## src/rtl/memory_stage.sv

```systemverilog
// Memory pipeline stage: passes ALU results through in one cycle and runs loads/stores
// over a req/ready data-memory handshake with a bounded wait and a sticky bus-error flag.
module memory_stage #(
    parameter int unsigned TIMEOUT = 15
) (
    input  logic        clk_i,
    input  logic        reset_i,
    input  logic [31:0] inst_i,
    input  logic [31:0] alu_data_i,
    input  logic [3:0]  rd_addr_i,
    input  logic        do_write_i,
    input  logic [31:0] rd_data_i,
    input  logic        valid_i,
    input  logic        flush_i,
    output logic        mem_req_o,
    output logic        mem_we_o,
    output logic [31:0] mem_addr_o,
    output logic [3:0]  mem_be_o,
    output logic [31:0] mem_wdata_o,
    input  logic [31:0] mem_rdata_i,
    input  logic        mem_ready_i,
    output logic [31:0] wb_data_o,
    output logic [3:0]  wb_addr_o,
    output logic        wb_en_o,
    output logic        valid_o,
    output logic [31:0] inst_o,
    output logic        stall_o,
    output logic        bus_err_o
);

    localparam int unsigned CW = 4;

    typedef enum logic {
        S_IDLE,
        S_WAIT
    } state_t;

    state_t         state_q, state_d;
    logic [CW-1:0]  cnt_q, cnt_d;
    logic           accept_mem, accept_alu, complete, abort, stall_raw;
    logic           is_mem, is_load, is_byte;
    logic           ld_q, byte_q;
    logic [1:0]     off_q;
    logic [3:0]     rd_q;
    logic [31:0]    inst_q;
    logic [31:0]    load_data;

    assign is_mem  = (inst_i[27:25] == 3'b010);
    assign is_load = inst_i[20];
    assign is_byte = inst_i[22];

    // Reset must hold stall low even though IDLE decode still sees the input slot.
    assign stall_o = stall_raw & ~reset_i;

    always_ff @(posedge clk_i or posedge reset_i) begin
        if (reset_i) begin
            state_q <= S_IDLE;
            cnt_q   <= '0;
        end else begin
            state_q <= state_d;
            cnt_q   <= cnt_d;
        end
    end

    // Next state and per-cycle event strobes; flush and mem_ready only matter in their own state.
    always_comb begin
        state_d    = state_q;
        cnt_d      = cnt_q;
        accept_mem = 1'b0;
        accept_alu = 1'b0;
        complete   = 1'b0;
        abort      = 1'b0;
        stall_raw  = 1'b0;
        case (state_q)
            S_IDLE: begin
                if (valid_i && !flush_i) begin
                    if (is_mem) begin
                        accept_mem = 1'b1;
                        stall_raw  = 1'b1;
                        state_d    = S_WAIT;
                        cnt_d      = '0;
                    end else begin
                        accept_alu = 1'b1;
                    end
                end
            end
            S_WAIT: begin
                if (mem_ready_i) begin
                    complete = 1'b1;
                    state_d  = S_IDLE;
                end else if (({1'b0, cnt_q} + 5'd1) == 5'(TIMEOUT)) begin
                    abort     = 1'b1;
                    stall_raw = 1'b1;
                    state_d   = S_IDLE;
                end else begin
                    stall_raw = 1'b1;
                    cnt_d     = cnt_q + 4'd1;
                end
            end
            default: state_d = S_IDLE;
        endcase
    end

    // Byte-lane select for load returns, zero-extended.
    always_comb begin
        load_data = mem_rdata_i;
        if (byte_q) begin
            case (off_q)
                2'd0:    load_data = {24'd0, mem_rdata_i[7:0]};
                2'd1:    load_data = {24'd0, mem_rdata_i[15:8]};
                2'd2:    load_data = {24'd0, mem_rdata_i[23:16]};
                default: load_data = {24'd0, mem_rdata_i[31:24]};
            endcase
        end
    end

    always_ff @(posedge clk_i or posedge reset_i) begin
        if (reset_i) begin
            mem_req_o   <= 1'b0;
            mem_we_o    <= 1'b0;
            mem_addr_o  <= '0;
            mem_be_o    <= '0;
            mem_wdata_o <= '0;
            wb_data_o   <= '0;
            wb_addr_o   <= '0;
            wb_en_o     <= 1'b0;
            valid_o     <= 1'b0;
            inst_o      <= '0;
            bus_err_o   <= 1'b0;
            ld_q        <= 1'b0;
            byte_q      <= 1'b0;
            off_q       <= '0;
            rd_q        <= '0;
            inst_q      <= '0;
        end else begin
            valid_o <= 1'b0;
            wb_en_o <= 1'b0;

            if (accept_alu) begin
                wb_data_o <= alu_data_i;
                wb_addr_o <= rd_addr_i;
                wb_en_o   <= do_write_i;
                valid_o   <= 1'b1;
                inst_o    <= inst_i;
            end

            if (accept_mem) begin
                mem_req_o   <= 1'b1;
                mem_we_o    <= ~is_load;
                mem_addr_o  <= {alu_data_i[31:2], 2'b00};
                mem_be_o    <= is_byte ? (4'b0001 << alu_data_i[1:0]) : 4'b1111;
                mem_wdata_o <= is_byte ? {4{rd_data_i[7:0]}} : rd_data_i;
                ld_q        <= is_load;
                byte_q      <= is_byte;
                off_q       <= alu_data_i[1:0];
                rd_q        <= rd_addr_i;
                inst_q      <= inst_i;
            end

            if (complete || abort) begin
                mem_req_o <= 1'b0;
                mem_we_o  <= 1'b0;
                mem_be_o  <= '0;
            end

            if (complete) begin
                valid_o   <= 1'b1;
                inst_o    <= inst_q;
                wb_addr_o <= rd_q;
                wb_en_o   <= ld_q;
                if (ld_q) begin
                    wb_data_o <= load_data;
                end
            end

            if (abort) begin
                bus_err_o <= 1'b1;
            end
        end
    end

endmodule

```

## config.mk

```make
export PLATFORM = sky130hd
export DESIGN_NAME = memory_stage
export DESIGN_NICKNAME = d
export VERILOG_FILES = /design/src/rtl/memory_stage.sv
export SDC_FILE = /design/constraint.sdc
export NUM_CORES = 1
export LEC_CHECK = 0
export ABC_AREA = 1
export ABC_CLOCK_PERIOD_IN_PS = 12800
export CAP_MARGIN = 15
export CORE_ASPECT_RATIO = 0.9
export CORE_UTILIZATION = 49
export CTS_CLUSTER_SIZE = 8
export DETAILED_ROUTE_END_ITERATION = 7
export HOLD_SLACK_MARGIN = 0.06
export PLACE_DENSITY = 0.86
export SYNTH_ARGS = -nofsm -noshare
export SYNTH_HDL_FRONTEND = slang
export SYNTH_SLANG_ARGS = --single-unit
```

## constraint.sdc

```tcl
create_clock -name clk_i -period 12.8 [get_ports clk_i]
set_clock_uncertainty 0.15 [all_clocks]
set_input_delay 1.92 -clock clk_i [delete_from_list [all_inputs] [get_ports clk_i]]
set_output_delay 1.92 -clock clk_i [all_outputs]
set_load 0.01 [all_outputs]
```

==> Word-level counts from Yosys, hierarchy flattened <==
Cells that the tools add are included.
{ "totals": {"elab_cells": 82, "input_bits": 138, "out_inout_bits": 142, "regBits": 184} }
{ "classes": {"reduce_logical": 7, "addsub": 2, "muxes": 42, "bitwise_logic": 4, "n_shift": 1, "n_eq_ne": 8} }
{ "op_table": {"columns": ["cell", "n"], "rows": [
  ["2-to-1 mux 32 bit", 7],
  ["2-to-1 mux 4 bit", 9],
  ["case mux 8 bit (3 select lines)", 1],
  ["2-to-1 mux 1 bit", 22],
  ["!= test 2 bit, second input constant", 4],
  ["case mux 4 bit (2 select lines)", 1],
  ["adder 4 x 1 -> 5 bit, second input constant", 1],
  ["== test 5 x 4 -> 1 bit, second input constant", 1],
  ["adder 4 x 1 -> 4 bit, second input constant", 1],
  ["case mux 1 bit (2 select lines)", 2],
  ["AND reduction 4 bit", 1],
  ["nonzero test 2 bit", 2],
  ["<< shifter 1 x 2 -> 4 bit, first input constant", 1],
  ["== test 3 x 2 -> 1 bit, second input constant", 1],
  ["NOT 1 bit", 3],
  ["== test 2 x 1 -> 1 bit, second input constant", 1],
  ["== test 2 bit, second input constant", 1],
  ["logical NOT 2 bit", 1],
  ["AND 1 bit", 1],
  ["logical AND 1 bit", 1],
  ["logical NOT 1 bit", 1],
  ["logical OR 1 bit", 1]
]} }

==> Logic depth before layout (Yosys ltp) <==
Gate-level depths: netlist of the first run.
{ "logic_depth": {"depth_word": 7, "depth_mapped": 9, "depth_no_buf": 9} }

==> Least setup slack after synthesis of the first run <==
No wires, ideal clock.
{ "synth_path": {"kind": "input port to output port", "from": "input port inst_i[27]", "to": "output port stall_o", "path_buffers": 2, "path_slack_ps": 7903, "stages": 7, "arrival_ps": 2827, "required_ps": 10730, "path_cell_list": "inv_1 nand3b_4 inv_1 nand2_4 buf_2 buf_2 a21oi_1"} }
{ "synth_between": {"elab_chain_cells": 5} }
{ "synth_rtl": {"columns": ["item", "line", "rtl"], "rows": [
  ["start, declared", "8", "input logic [31:0] inst_i,"],
  ["== test 3 x 2 -> 1 bit", "48", "assign is_mem = (inst_i[27:25] == 3'b010);"],
  ["2-to-1 mux 1 bit", "77", "if (is_mem) begin"],
  ["2-to-1 mux 1 bit", "76", "if (valid_i && !flush_i) begin"],
  ["case mux 1 bit (2 select lines)", "74", "case (state_q)"],
  ["AND 1 bit", "53", "assign stall_o = stall_raw & ~reset_i;"],
  ["end, declared", "27", "output logic stall_o,"]
]} }
No other way between the ends.

==> Worst setup path after layout of the first run <==
{ "layout_path": {"from": "input port inst_i[26]", "to": "output port stall_o"} }
The elaborated chain is that of the path after synthesis.

==> results of run 1 <==
[per-stage QoR]
stage | utilization [%] | hold WS [ps] | instance area [sq um] | power, mW
after global placement | 67.33 | 301.8 | 10820 | 1.239
after global routing | 71.00 | 349.9 | 11410 | 1.865
after CTS | 71.00 | 319.9 | 11410 | 1.786
final | 71.00 | 316.7 | 11410 | 1.780
after detailed placement | 67.33 | 303.9 | 10820 | 1.252
after floorplan | - | 290.0 | 8038 | 0.9660
[metal layers]
metal / GRT usage [%] / vias to the layer above / share of wire [%]
met5: 0 / - / 0
met1: 38.87 / 3693 / 41
met4: 14.42 / 0 / 3.9
met2: 46.18 / 401 / 47
met3: 7.790 / 71 / 8.7
li1: - / 3640 / -
[logic make-up after synthesis]
| kind of cell | after synthesis | synth area share (%) |
|---|---|---|
| adders and majority gates | 2 | 0.3114 |
| AOI/OAI and AO/OA | 147 | 9.796 |
| buffers and inverters | 95 | 5.124 |
| other | 1 | 0.04668 |
| and+or+nand+nor | 551 | 28.03 |
| DFF | 182 | 56.69 |
[worst min-delay path by stage]
stage | cells after the start | slack (ps) | startpoint | end
after floorplan | 1 | 290 | inst_q[26]$_DFFE_PP0P_ | inst_q[26]$_DFFE_PP0P_
after global placement | 1 | 300 | inst_q[26]$_DFFE_PP0P_ | inst_q[26]$_DFFE_PP0P_
after detailed placement | 1 | 300 | inst_q[26]$_DFFE_PP0P_ | inst_q[26]$_DFFE_PP0P_
after CTS | 1 | 320 | inst_q[26]$_DFFE_PP0P_ | inst_q[26]$_DFFE_PP0P_
after global routing | 2 | 350 | inst_q[3]$_DFFE_PP0P_ | inst_q[3]$_DFFE_PP0P_
final | 1 | 320 | inst_q[26]$_DFFE_PP0P_ | inst_q[26]$_DFFE_PP0P_
[power groups by stage]
| stage | clock [mW] | combinational [mW] | sequential (mW) |
|---|---|---|---|
| 3_3_place_gp | 0 | 0.465 | 0.774 |
| 6_report | 0.532 | 0.477 | 0.771 |
| 4_1_cts | 0.537 | 0.479 | 0.770 |
| 5_1_grt | 0.560 | 0.521 | 0.785 |
| 2_1_floorplan | 0 | 0.163 | 0.803 |
| 3_5_place_dp | 0 | 0.475 | 0.777 |
[cell type report]
class | count | area, sq um
inverters | 36 | 142.6
repair buffers | 280 | 2795
multi-input cells | 702 | 3072
well taps | 207 | 259.0
clock buffers | 17 | 425.4
fillers | 1210 | 4662
clock inverters | 15 | 165.2
flip-flops and latches | 182 | 4554
[layout by cell type, fill, tap and decap left out, types with 2 or more instances in the layout]
master and instances:
sky130_fd_sc_hd__clkinv_4 3, sky130_fd_sc_hd__inv_2 3, sky130_fd_sc_hd__inv_6 7, sky130_fd_sc_hd__inv_1 32, sky130_fd_sc_hd__nand2_4 3, sky130_fd_sc_hd__ha_1 2, sky130_fd_sc_hd__clkbuf_16 17, sky130_fd_sc_hd__a31oi_1 35
sky130_fd_sc_hd__bufinv_16 2, sky130_fd_sc_hd__a21oi_1 37, sky130_fd_sc_hd__dfrtp_1 182, sky130_fd_sc_hd__buf_4 3, sky130_fd_sc_hd__clkdlybuf4s50_1 277, sky130_fd_sc_hd__nand4_1 7, sky130_fd_sc_hd__o21ai_1 20, sky130_fd_sc_hd__nand2_1 392
sky130_fd_sc_hd__clkinv_2 2, sky130_fd_sc_hd__nor2_1 69, sky130_fd_sc_hd__conb_1 2, sky130_fd_sc_hd__nand2_2 3, sky130_fd_sc_hd__nand3_1 71, sky130_fd_sc_hd__o21ai_0 52
[synth_stat cells]
cell type | number | share of area, %
sky130_fd_sc_hd__a31oi_1 | 35 | 2.7
sky130_fd_sc_hd__or2_1 | 1 | 0.078
sky130_fd_sc_hd__nor2_8 | 1 | 0.25
sky130_fd_sc_hd__buf_2 | 29 | 1.8
sky130_fd_sc_hd__conb_1 | 1 | 0.047
sky130_fd_sc_hd__o211ai_1 | 1 | 0.093
sky130_fd_sc_hd__buf_1 | 2 | 0.093
sky130_fd_sc_hd__o21ai_1 | 20 | 1.2
sky130_fd_sc_hd__o21bai_1 | 1 | 0.093
sky130_fd_sc_hd__nand3_1 | 71 | 4.4
sky130_fd_sc_hd__inv_2 | 3 | 0.14
sky130_fd_sc_hd__nand2_2 | 3 | 0.23
sky130_fd_sc_hd__nand4_1 | 7 | 0.55
sky130_fd_sc_hd__buf_4 | 5 | 0.47
sky130_fd_sc_hd__clkbuf_1 | 23 | 1.1
sky130_fd_sc_hd__nand2_4 | 3 | 0.42
sky130_fd_sc_hd__nor2_4 | 1 | 0.14
sky130_fd_sc_hd__o21ai_0 | 52 | 3.2
sky130_fd_sc_hd__nand3b_4 | 1 | 0.25
sky130_fd_sc_hd__o21a_1 | 1 | 0.093
sky130_fd_sc_hd__nand2_1 | 392 | 18
sky130_fd_sc_hd__or2_2 | 1 | 0.078
sky130_fd_sc_hd__ha_1 | 2 | 0.31
sky130_fd_sc_hd__inv_1 | 33 | 1.5
sky130_fd_sc_hd__nor2_2 | 1 | 0.078
sky130_fd_sc_hd__dfrtp_1 | 182 | 57
sky130_fd_sc_hd__nor2_1 | 69 | 3.2
sky130_fd_sc_hd__a21oi_1 | 37 | 2.3
[sequential cells by signal, summed over array words and instances, names as in the netlist]
name and flops:
rd_q 4, inst_o 32, inst_q 32, cnt_q 4, mem_req_o 1, wb_addr_o 4
mem_wdata_o 32, state_q 1, mem_we_o 1, mem_addr_o 30, off_q 2, wb_en_o 1
mem_be_o 4, wb_data_o 32, valid_o 1, bus_err_o 1
==> results, run 1 <==
- The flow ran to the end, and the final reports show no timing, DRC or antenna violations.
- The critical register-to-register path startpoint is state_q$_DFF_PP0_.
- The initial utilization of the core area, before any placement, comes to 49.98%.
- The TritonCTS sink count is 182.
- The total power per unit cell area is between 150 and 200 mW/mm^2.
- Of the total power, registers draw a little over two fifths.
- The count of different cell masters after synthesis is 28.
- The kind of cell adding the most delay to the critical path is buffers and inverters.
- After floorplanning, the core was sized to cover roughly 0.016 sq mm.
- The detailed router finished its first iteration with between 700 and 800 violations.
- The detail-routed via count per cell is ~5.4.
- The cts-stage hold buffer count is 0.
- The sum of negative setup slack is 0 ps.
- The number of standard cells in the final layout excluding fillers is 1439.
- In this run, synthesis produced a sequential element count of 182.
- The routed length per placed instance is between 15 and 20 microns.
- For the pin with the worst max-slew slack, the measured transition is just over 1000 ps.
- The worst setup slack after placement is roughly 6600 ps.
- The max-slew violation count is 0.
- The number of rows in the core area is 44.
- The total die area is ~0.017 sq mm.
- In this run the tightest slew margin relative to its limit is 32.02%.
- The signal on the critical path passes through clkdlybuf4s50_1, nand3b_4, inv_1, nand2_4, a21oi_1, clkdlybuf4s50_1.
- The total global routing overflow is 0.
- The most common cell type on the critical path is sky130_fd_sc_hd__clkdlybuf4s50_1.
- Combinational logic burns 26.8% of the power.
- The fmax is roughly 160 MHz.
- The via count of the first global-routing pass came to 7379.
- The number of placed cells counting well taps is around 1.4k.
- The share of total power dissipated in the clock network is between 20 and 30%.
- After layout, the worst setup slack is between 6000 and 7000 ps.
- The analysis attributes to cell leakage a power of 5.347 nW.
- The endpoint arrival time on the critical path is roughly 4200 ps.
- The number of logic stages on the critical path including buffering is 6.
- Setup repair after global routing left no endpoint under its margin.
- On the worst path, the slowest cell contributes a delay of roughly 570 ps.
- The number of diodes added for antenna fixing is 0.
- The initial antenna violation count was 0.
- The number of warnings printed during yosys synthesis is 0.
- The tool flagged a number of max-cap violations equal to 0.
- The endpoint type of the worst setup path is an output pin.
- The combined buffer and inverter count along the critical path is 3.
- The smallest clock period supported by the final layout is computed as 6230 ps.
- At the end of the flow, the number of nets in the layout was ~1.4k.
- During placement, the flow inserted port buffers numbering 277.
- Detailed placement ended at an HPWL of 16690 microns.
- The TritonCTS clock tree is built.
- In this run the worst setup path terminates at stall_o.
- For flop-to-flop paths, the worst setup slack is 9570 ps.
- The type of the worst setup path is in -> out.
- The relative area change from synthesis to final layout is 42.06%.
- The remaining antenna violation count after routing is 0.
- The number of setup violations in the final report is 0.
- The number of hold violations in the final report is 0.
- The clock reaches the later pin of the worst-skew pair after around 430 ps.
- Clock-pin slew was measured on the worst setup and hold paths at approximately 60 ps.
- The wire length of the first global-routing pass is roughly 38000 microns.
- At the worst endpoint, the required time is 10730 ps.
- The start point of the critical path is inst_i[26].
- Net switching is between 30% and 40% of the power.
- The worst hold path class is reg -> reg.
- Synthesis handed over a netlist of ~980 instances.
- In this run the worst path has a maximum fanout of 48.
- In this run the power spent charging and discharging nets is approximately 0.54 mW.
- The vias after detailed routing is 7805.
- The largest individual stage delay along the critical path comes from the cell sky130_fd_sc_hd__clkdlybuf4s50_1.
- The post-detailed-route DRC marker count is 0.
- Post-CTS repair changed the size of 0 cells.
- The design internal power is around 1.2 mW.
- The die is between 100 and 150 microns wide.
- The share of layout cells above drive strength 1 is just over 4%.
- The number of buffers created by CTS is 17.
- Routability-driven placement finished with a final weighted congestion of approximately 0.95.
- The total routing usage reported by global routing is 29.79%.
- For this design the top-level I/O count stands at 280.
- The number of H-tree levels is 4.
- The element type at the critical path start is an input pin.
- After detailed routing, the total wire length is 24640 microns.
- Entering global routing, the biggest net connects between 100 and 150 pins.
- Measured along the y axis, the die boundary spans around 120 microns.
- The endpoint of the lowest-slack register-to-register path is wb_data_o[1]$_DFF_PP0_.
- The worst ir drop on vdd is about 0.11 mV.
- The sequential area share after synthesis is a little under three fifths.
- Each instance of the synthesized netlist takes up on average between 8 and 9 sq um.
- The final clock period utilization by the worst path is 48.67%.
- For this run, the detailed router's first-pass iteration total came to 6.
- The longest clock path from root to sink contains 2 buffers.
- The tree is rooted in a sky130_fd_sc_hd__clkbuf_16.
- Summing every instance area after synthesis gives around 0.0080 sq mm.
- The worst reg-to-reg path cell count is 7.
- The number of buffers inserted by post-CTS setup repair is 0.
Power figures use the tool's default switching activity.
==> inputs of run 2 (changes only) <==
--- a/config.mk
+++ b/config.mk
@@ -6,14 +6,14 @@
 export NUM_CORES = 1
 export LEC_CHECK = 0
 export ABC_AREA = 1
-export ABC_CLOCK_PERIOD_IN_PS = 12800
+export ABC_CLOCK_PERIOD_IN_PS = 6100
 export CAP_MARGIN = 15
 export CORE_ASPECT_RATIO = 0.9
-export CORE_UTILIZATION = 49
+export CORE_UTILIZATION = 46
 export CTS_CLUSTER_SIZE = 8
 export DETAILED_ROUTE_END_ITERATION = 7
 export HOLD_SLACK_MARGIN = 0.06
-export PLACE_DENSITY = 0.86
+export PLACE_DENSITY = 0.81
 export SYNTH_ARGS = -nofsm -noshare
 export SYNTH_HDL_FRONTEND = slang
 export SYNTH_SLANG_ARGS = --single-unit
==> constraint.sdc (replaced) <==
create_clock -name clk_i -period 6.1 [get_ports clk_i]
set_clock_uncertainty 0.15 [all_clocks]
set_input_delay 0.915 -clock clk_i [delete_from_list [all_inputs] [get_ports clk_i]]
set_output_delay 0.915 -clock clk_i [all_outputs]
set_load 0.01 [all_outputs]
==> results, run 2 (synthesis results as in run 1) <==
- The total of max-cap violations came to 0 (unchanged).
- The number of logic stages on the critical path including buffering is 6 (unchanged).
- The switching power came to 1.104 mW (was 0.5382 mW).
- The initial antenna violation count is 0 (unchanged).
- The worst hold path class was reg -> reg (unchanged).
- The total power per unit cell area came to 324.0 mW/mm^2 (was 156.0 mW/mm^2).
- The CTS clock-pin slew for the worst setup and hold paths is 60 ps (about the same).
- The total global routing overflow is 0 (unchanged).
- The number of H-tree levels is 4 (unchanged).
- The cts-stage hold buffer count is 0 (unchanged).
- The number of fill cells in the layout is 1425 (was 1210).
- The routability congestion estimate is 0.9183 (was 0.9500).
- The buffer levels on the longest clock path is 2 (unchanged).
- The kind of cell adding the most delay to the critical path is buffers and inverters (unchanged).
- The library cell contributing the largest single delay on the critical path is sky130_fd_sc_hd__clkdlybuf4s50_1 (unchanged).
- The design internal power is 2.604 mW (was 1.242 mW).
- The total die area is 0.01800 sq mm (was 0.01691 sq mm).
- The fmax is ~250 MHz.
- The worst ir drop on vdd is 0.1970 mV (was 0.1136 mV).
- The TritonCTS clock tree was built (unchanged).
- The clock latency on the worst-skew pair is 430 ps (about the same).
- The number of buffers created by CTS is 17 (unchanged).
- The detail-routed via count per cell is 5.184 (was 5.424).
- The sum of net half-perimeters after detailed placement is 16430 microns (was 16690 microns).
- The via count of the first global-routing pass is 7423 (was 7379).
- The transition at the pin with the smallest max-transition slack is 1049 ps (was 1019 ps).
- The number of setup violations in the final report is 0 (unchanged).
- The worst reg-to-reg path cell count came to 7 (unchanged).
- The delay of the slowest critical-path stage is 550 ps (was 570 ps).
- The total power draw is 3.708 mW (was 1.780 mW).
- Most used cells in the layout excluding fill and tap cells: sky130_fd_sc_hd__nand2_1 (392), sky130_fd_sc_hd__clkdlybuf4s50_1 (277), sky130_fd_sc_hd__dfrtp_1 (182) (unchanged).
- The chip height is 127.4 microns (was 123.5 microns).
- The number of rows in the core area is 45 (was 44).
- The remaining antenna violation count after routing is 0 (unchanged).
- The wire length of the first global-routing pass is 38240 microns (was 38370 microns).
- The combinational share of power is 26.7% (was 26.8%).
- The combined buffer and inverter count along the critical path was 3 (unchanged).
- The final wirelength is 24250 microns (was 24640 microns).
- Series of cell instances along the critical path: clkdlybuf4s50_1, nand3b_4, inv_1, nand2_4, a21oi_1, clkdlybuf4s50_1 (unchanged).
- The number of port buffers was 277 (unchanged).
- The vias after detailed routing came to 7610 (was 7805).
- The maximum net fanout on the critical path is 27 (was 48).
- The DRC violation total after the first TritonRoute iteration is 643 (was 781).
- The maximum number of pins on one net before global-route repair was 133 (was 123).
- Run status: finished, final reports clean (unchanged).
- The boundary pin count was 280 (unchanged).
- The number of hold violations in the final report is 0 (unchanged).
- The final clock period utilization by the worst path is between 60% and 70%.
- The proportion of total power due to net switching is 29.78% (was 30.23%).
- The share of layout cells above drive strength 1 was 3.893% (was 4.058%).
- The starting utilization of the core area is 47.25% (was 49.98%).
- The routed length per placed instance is 16.52 microns (was 17.12 microns).
- RSZ-0062 raised after global routing: false (unchanged).
- The number of diodes added for antenna fixing was 0 (unchanged).
- The type of the worst setup path was in -> out (unchanged).
- The most frequent standard cell in the layout excluding fill and tap cells is sky130_fd_sc_hd__nand2_1 (unchanged).
- The static leakage power is 5.335 nW (was 5.347 nW).
- The relative area change from synthesis to final layout was 42.45% (was 42.06%).
- The relative slew slack is 30.05% (was 32.02%).
- The number of nets at the end of the flow was 1360 (was 1359).
- The element type at the critical path start is an input pin (unchanged).
- The detailed-router iteration count before antenna repair is 5 (was 6).
- The endpoint arrival time on the critical path is 2940 ps (was 4160 ps).
- The endpoint type of the worst setup path is an output pin (unchanged).
- The area of the core region is 0.01700 sq mm (was 0.01608 sq mm).
- The most common cell type on the critical path is sky130_fd_sc_hd__clkdlybuf4s50_1 (unchanged).
- The total routing usage reported by global routing is 27.70% (was 29.79%).
- The part of the power in registers was 43.6% (was 43.3%).
- The data required time of the critical path is 5030 ps (was 10730 ps).
- The clock share of power is 29.8% (was 29.9%).
- The final critical delay including setup and external delays is roughly 4000 ps.
- The instance count along the most critical hold path is 2 (was 1).
- The number of gates resized after cts is 0 (unchanged).
- The post-detailed-route DRC marker count is 0 (unchanged).
- The die width is 141.3 microns (was 137.0 microns).
- The number of buffers inserted by post-CTS setup repair is 0 (unchanged).
- The TritonCTS sink count is 182 (unchanged).
- The max-slew violation count is 0 (unchanged).
- The sum of negative setup slack is 0 ps (unchanged).
- The buffer type at the clock tree root is sky130_fd_sc_hd__clkbuf_16 (unchanged).
-- run 2: cell types whose count changed in the layout (fill, tap and decap cells not counted), sizes merged --
cell / before / now
clkbuf: 17 / 20
clkinv: 5 / 3
buf: 3 / 4
clkinvlp: 1 / 3
inv: 43 / 40
-- run 2: power by group through the flow --
| stage | clock, mW | combinational, mW | sequential (mW) |
|---|---|---|---|
| 3_5_place_dp | 0 | 0.995 | 1.63 |
| 6_report | 1.10 | 0.990 | 1.62 |
| 5_1_grt | 1.16 | 1.08 | 1.65 |
| 4_1_cts | 1.11 | 0.998 | 1.61 |
| 3_3_place_gp | 0 | 0.975 | 1.63 |
| 2_1_floorplan | 0 | 0.342 | 1.68 |
-- run 2: area by class of cell --
type	instances	area [sq um]	area share [%]
clock buffers	20	436.7	3.815
repair buffers	281	2803	24.49
well taps	235	294.0	2.569
flip-flops and latches	182	4554	39.79
multi-input cells	702	3072	26.84
clock inverters	12	142.6	1.246
inverters	36	142.6	1.246
-- run 2: worst register-to-register path, cell delays in order (launching register included) --
cell and delay (ps):
sky130_fd_sc_hd__dfrtp_1 420, sky130_fd_sc_hd__inv_2 140, sky130_fd_sc_hd__nand2_4 80, sky130_fd_sc_hd__nor2_8 350, sky130_fd_sc_hd__nand2_2 570, sky130_fd_sc_hd__nand2_4 770
sky130_fd_sc_hd__nor2_1 150, sky130_fd_sc_hd__a31oi_1 170
-- run 2: routing by layer --
layer / vias up / wire [microns] / global-route usage, %
li1: 3647 / - / -
met1: 3560 / 10330 / 36.25
met2: 344 / 11320 / 43.86
met3: 59 / 1739 / 6.334
met4: 0 / 860 / 13.11
met5: - / 0 / 0
-- run 2: worst paths after layout --
check / end / start / slack [ps]
worst min register to register: bus_err_o$_DFFE_PP0P_ / bus_err_o$_DFFE_PP0P_ / 320
min in group asynchronous: wb_data_o[27]$_DFF_PP0_ / reset_i / 880
worst max register to register: inst_o[25]$_DFFE_PP0P_ / state_q$_DFF_PP0_ / 3210
worst min-delay path: bus_err_o$_DFFE_PP0P_ / bus_err_o$_DFFE_PP0P_ / 320
max in group asynchronous: mem_wdata_o[18]$_DFFE_PP0P_ / reset_i / 3760
worst max-delay path: stall_o / inst_i[25] / 2100
-- run 2: metrics by stage --
stage	util (%)	cell area, sq um	hold slack, ps	worst slack, ps	cells
after floorplan	-	8038	290.0	91.33	979
after global placement	63.90	10870	297.4	2113	1436
after detailed placement	63.90	10870	303.2	2085	1436
after CTS	67.31	11440	320.3	2079	1468
after global routing	67.31	11440	344.1	2036	1468
final	67.31	11440	316.8	2095	1468
==> inputs of run 3 (changes only) <==
--- a/config.mk
+++ b/config.mk
@@ -6,14 +6,14 @@
 export NUM_CORES = 1
 export LEC_CHECK = 0
 export ABC_AREA = 1
-export ABC_CLOCK_PERIOD_IN_PS = 6100
+export ABC_CLOCK_PERIOD_IN_PS = 3400
 export CAP_MARGIN = 15
 export CORE_ASPECT_RATIO = 0.9
-export CORE_UTILIZATION = 46
+export CORE_UTILIZATION = 41
 export CTS_CLUSTER_SIZE = 8
 export DETAILED_ROUTE_END_ITERATION = 7
 export HOLD_SLACK_MARGIN = 0.06
-export PLACE_DENSITY = 0.81
+export PLACE_DENSITY = 0.77
 export SYNTH_ARGS = -nofsm -noshare
 export SYNTH_HDL_FRONTEND = slang
 export SYNTH_SLANG_ARGS = --single-unit
==> constraint.sdc (replaced) <==
create_clock -name clk_i -period 3.4 [get_ports clk_i]
set_clock_uncertainty 0.15 [all_clocks]
set_input_delay 0.51 -clock clk_i [delete_from_list [all_inputs] [get_ports clk_i]]
set_output_delay 0.51 -clock clk_i [all_outputs]
set_load 0.01 [all_outputs]
==> results, run 3 (synthesis results as in run 1) <==
- The element type at the critical path start was an input pin (unchanged).
- The number of nets at the end of the flow is 1371 (was 1360).
- The sum of net half-perimeters after detailed placement is 17140 microns (was 16430 microns).
- The number of hold violations in the final report was 0 (unchanged).
- The clock share of power came to 28.7% (was 29.8%).
- The relative slew slack is 48.24% (was 30.05%).
- The cts-stage hold buffer count is 0 (unchanged).
- The peak-usage layer in the global routing report is met2 (unchanged).
- The design internal power is 4.632 mW (was 2.604 mW).
- The TritonCTS sink count is 182 (unchanged).
- The most frequent standard cell in the layout excluding fill and tap cells was sky130_fd_sc_hd__nand2_1 (unchanged).
- The number of standard cells in the final layout excluding fillers was 1492 (was 1468).
- The fmax is about 370 MHz.
- The number of buffers created by CTS is 17 (unchanged).
- The final wirelength is 24510 microns (was 24250 microns).
- The max-slew violation count is 0 (unchanged).
- The combinational share of power is 27.5% (was 26.7%).
- The core occupancy in the finished layout came to 60.31% (was 67.31%).
- The endpoint arrival time on the critical path is 2040 ps (was 2940 ps).
- The starting utilization of the core area is 41.93% (was 47.25%).
- The detailed-router iteration count before antenna repair came to 5 (unchanged).
- The routed length per placed instance is 16.43 microns (was 16.52 microns).
- The buffer levels on the longest clock path was 2 (unchanged).
- The DRC violation total after the first TritonRoute iteration was 487 (was 643).
- The global routing met1 resource utilization is 32.55% (was 36.25%).
- The met2 usage in global routing is 38.17% (was 43.86%).
- The total of max-cap violations is 0 (unchanged).
- The endpoint type of the worst setup path is an output pin (unchanged).
- The post-detailed-route DRC marker count came to 0 (unchanged).
- The die width is 149.6 microns (was 141.3 microns).
- The number of placed cells counting well taps is 1462 (was 1436).
- The total routing usage reported by global routing was 24.75% (was 27.70%).
- The switching power was 1.941 mW (was 1.104 mW).
- The total global routing overflow is 0 (unchanged).
- The final clock period utilization by the worst path is 79.44%.
- The detail-routed via count per cell is 5.089 (was 5.184).
- The maximum number of pins on one net before global-route repair is 74 (was 133).
- The number of gates resized after cts is 0 (unchanged).
- RSZ-0062 raised after global routing: false (unchanged).
- The number of H-tree levels came to 4 (unchanged).
- The area of the core region was 0.01916 sq mm (was 0.01700 sq mm).
- The wire length of the first global-routing pass is 38430 microns (was 38240 microns).
- The remaining antenna violation count after routing is 0 (unchanged).
- The met3 global-route usage is 7.162% (was 6.334%).
- The worst setup slack after placement is 671.6 ps (was 2085 ps).
- The routability congestion estimate is 0.8808 (was 0.9183).
- The final critical delay including setup and external delays is around 2700 ps.
- Run status: finished, final reports clean (unchanged).
- The buffer type at the clock tree root was sky130_fd_sc_hd__clkbuf_16 (unchanged).
- The worst hold path class is reg -> reg (unchanged).
- The clock latency on the worst-skew pair came to 420 ps (was 430 ps).
- The sum of negative setup slack came to 0 ps (unchanged).
- The number of diodes added for antenna fixing came to 0 (unchanged).
- The total die area is 0.02016 sq mm (was 0.01800 sq mm).
- The number of rows in the core area came to 48 (was 45).
- The worst ir drop on vdd is 0.3342 mV (was 0.1970 mV).
- The boundary pin count is 280 (unchanged).
- The static leakage power is 5.395 nW (was 5.335 nW).
- The proportion of total power due to net switching is 29.52% (was 29.78%).
- The number of port buffers is 277 (unchanged).
- The total power per unit cell area is 568.9 mW/mm^2 (was 324.0 mW/mm^2).
- Most used cells in the layout excluding fill and tap cells: sky130_fd_sc_hd__nand2_1 (392), sky130_fd_sc_hd__clkdlybuf4s50_1 (277), sky130_fd_sc_hd__dfrtp_1 (182) (unchanged).
- The part of the power in registers is 43.8% (was 43.6%).
- The maximum net fanout on the critical path is 6 (was 27).
- The vias after detailed routing came to 7593 (was 7610).
- The number of buffers inserted by post-CTS setup repair came to 0 (unchanged).
- The share of layout cells above drive strength 1 was 4.831% (was 3.893%).
- The transition at the pin with the smallest max-transition slack came to 773.7 ps (was 1049 ps).
- The CTS clock-pin slew for the worst setup and hold paths is 60 ps (about the same).
- The relative area change from synthesis to final layout is 43.81% (was 42.45%).
- The type of the worst setup path is in -> out (unchanged).
- The final worst-path setup slack was 699.1 ps (was 2095 ps).
- The via count of the first global-routing pass is 7245 (was 7423).
- The TritonCTS clock tree is built (unchanged).
- The initial antenna violation count was 0 (unchanged).
- The chip height came to 134.8 microns (was 127.4 microns).
- The data required time of the critical path is 2740 ps (was 5030 ps).
- The number of setup violations in the final report was 0 (unchanged).
- The tightest hold margin is 320.6 ps (was 316.8 ps).
[run 3: cell types whose count changed in the layout (fill, tap and decap cells not counted), sizes merged]
cell / delta
clkbuf: -1
inv: -2
bufinv: -1
clkinv: +2
buf: +11
[run 3: worst paths after layout]
kind	startpoint	endpoint	slack, ps	cells past startpoint
worst min-delay path	inst_q[26]$_DFFE_PP0P_	inst_q[26]$_DFFE_PP0P_	320	1
min in group asynchronous	reset_i	wb_data_o[29]$_DFF_PP0_	410	2
worst max-delay path	inst_i[26]	stall_o	700	6
max in group asynchronous	reset_i	inst_o[23]$_DFFE_PP0P_	1970	3
worst min register to register	inst_q[26]$_DFFE_PP0P_	inst_q[26]$_DFFE_PP0P_	320	1
worst max register to register	state_q$_DFF_PP0_	inst_o[24]$_DFFE_PP0P_	1130	8
[run 3: critical path, stage by stage]
cell,delay [ps]
sky130_fd_sc_hd__clkdlybuf4s50_1,530
sky130_fd_sc_hd__nand3b_4,90
sky130_fd_sc_hd__inv_1,90
sky130_fd_sc_hd__nand2_4,80
sky130_fd_sc_hd__a21oi_1,130
sky130_fd_sc_hd__clkdlybuf4s50_1,600
[run 3: layer usage]
layer / vias up / wire length [microns]
met5: - / 0
met1: 3560 / 10250
met4: 0 / 858
li1: 3658 / -
met2: 327 / 11530
met3: 48 / 1873
[run 3: per-stage QoR]
step                area, sq um  total power, mW
finish                    11550            6.573
global route              11550            6.930
CTS                       11550            6.637
detailed placement        11000            4.722
global placement          11000            4.677
floorplan                  8041            3.637
[run 3: power by group through the flow]
stage          clock (mW)  combinational (mW)  sequential (mW)
3_5_place_dp            0                1.82             2.90
3_3_place_gp            0                1.78             2.89
4_1_cts              1.94                1.83             2.88
2_1_floorplan           0               0.614             3.02
6_report             1.89                1.81             2.88
5_1_grt              2.03                1.97             2.93
[run 3: cell type report]
cell class / count / area, sq um
clock buffer: 19 / 452.9
clock inverter: 11 / 100.1
fill: 1676 / 7605
inverter: 36 / 138.9
multi-input combinational: 702 / 3072
sequential: 182 / 4554
tap: 250 / 312.8
timing repair buffer: 292 / 2923
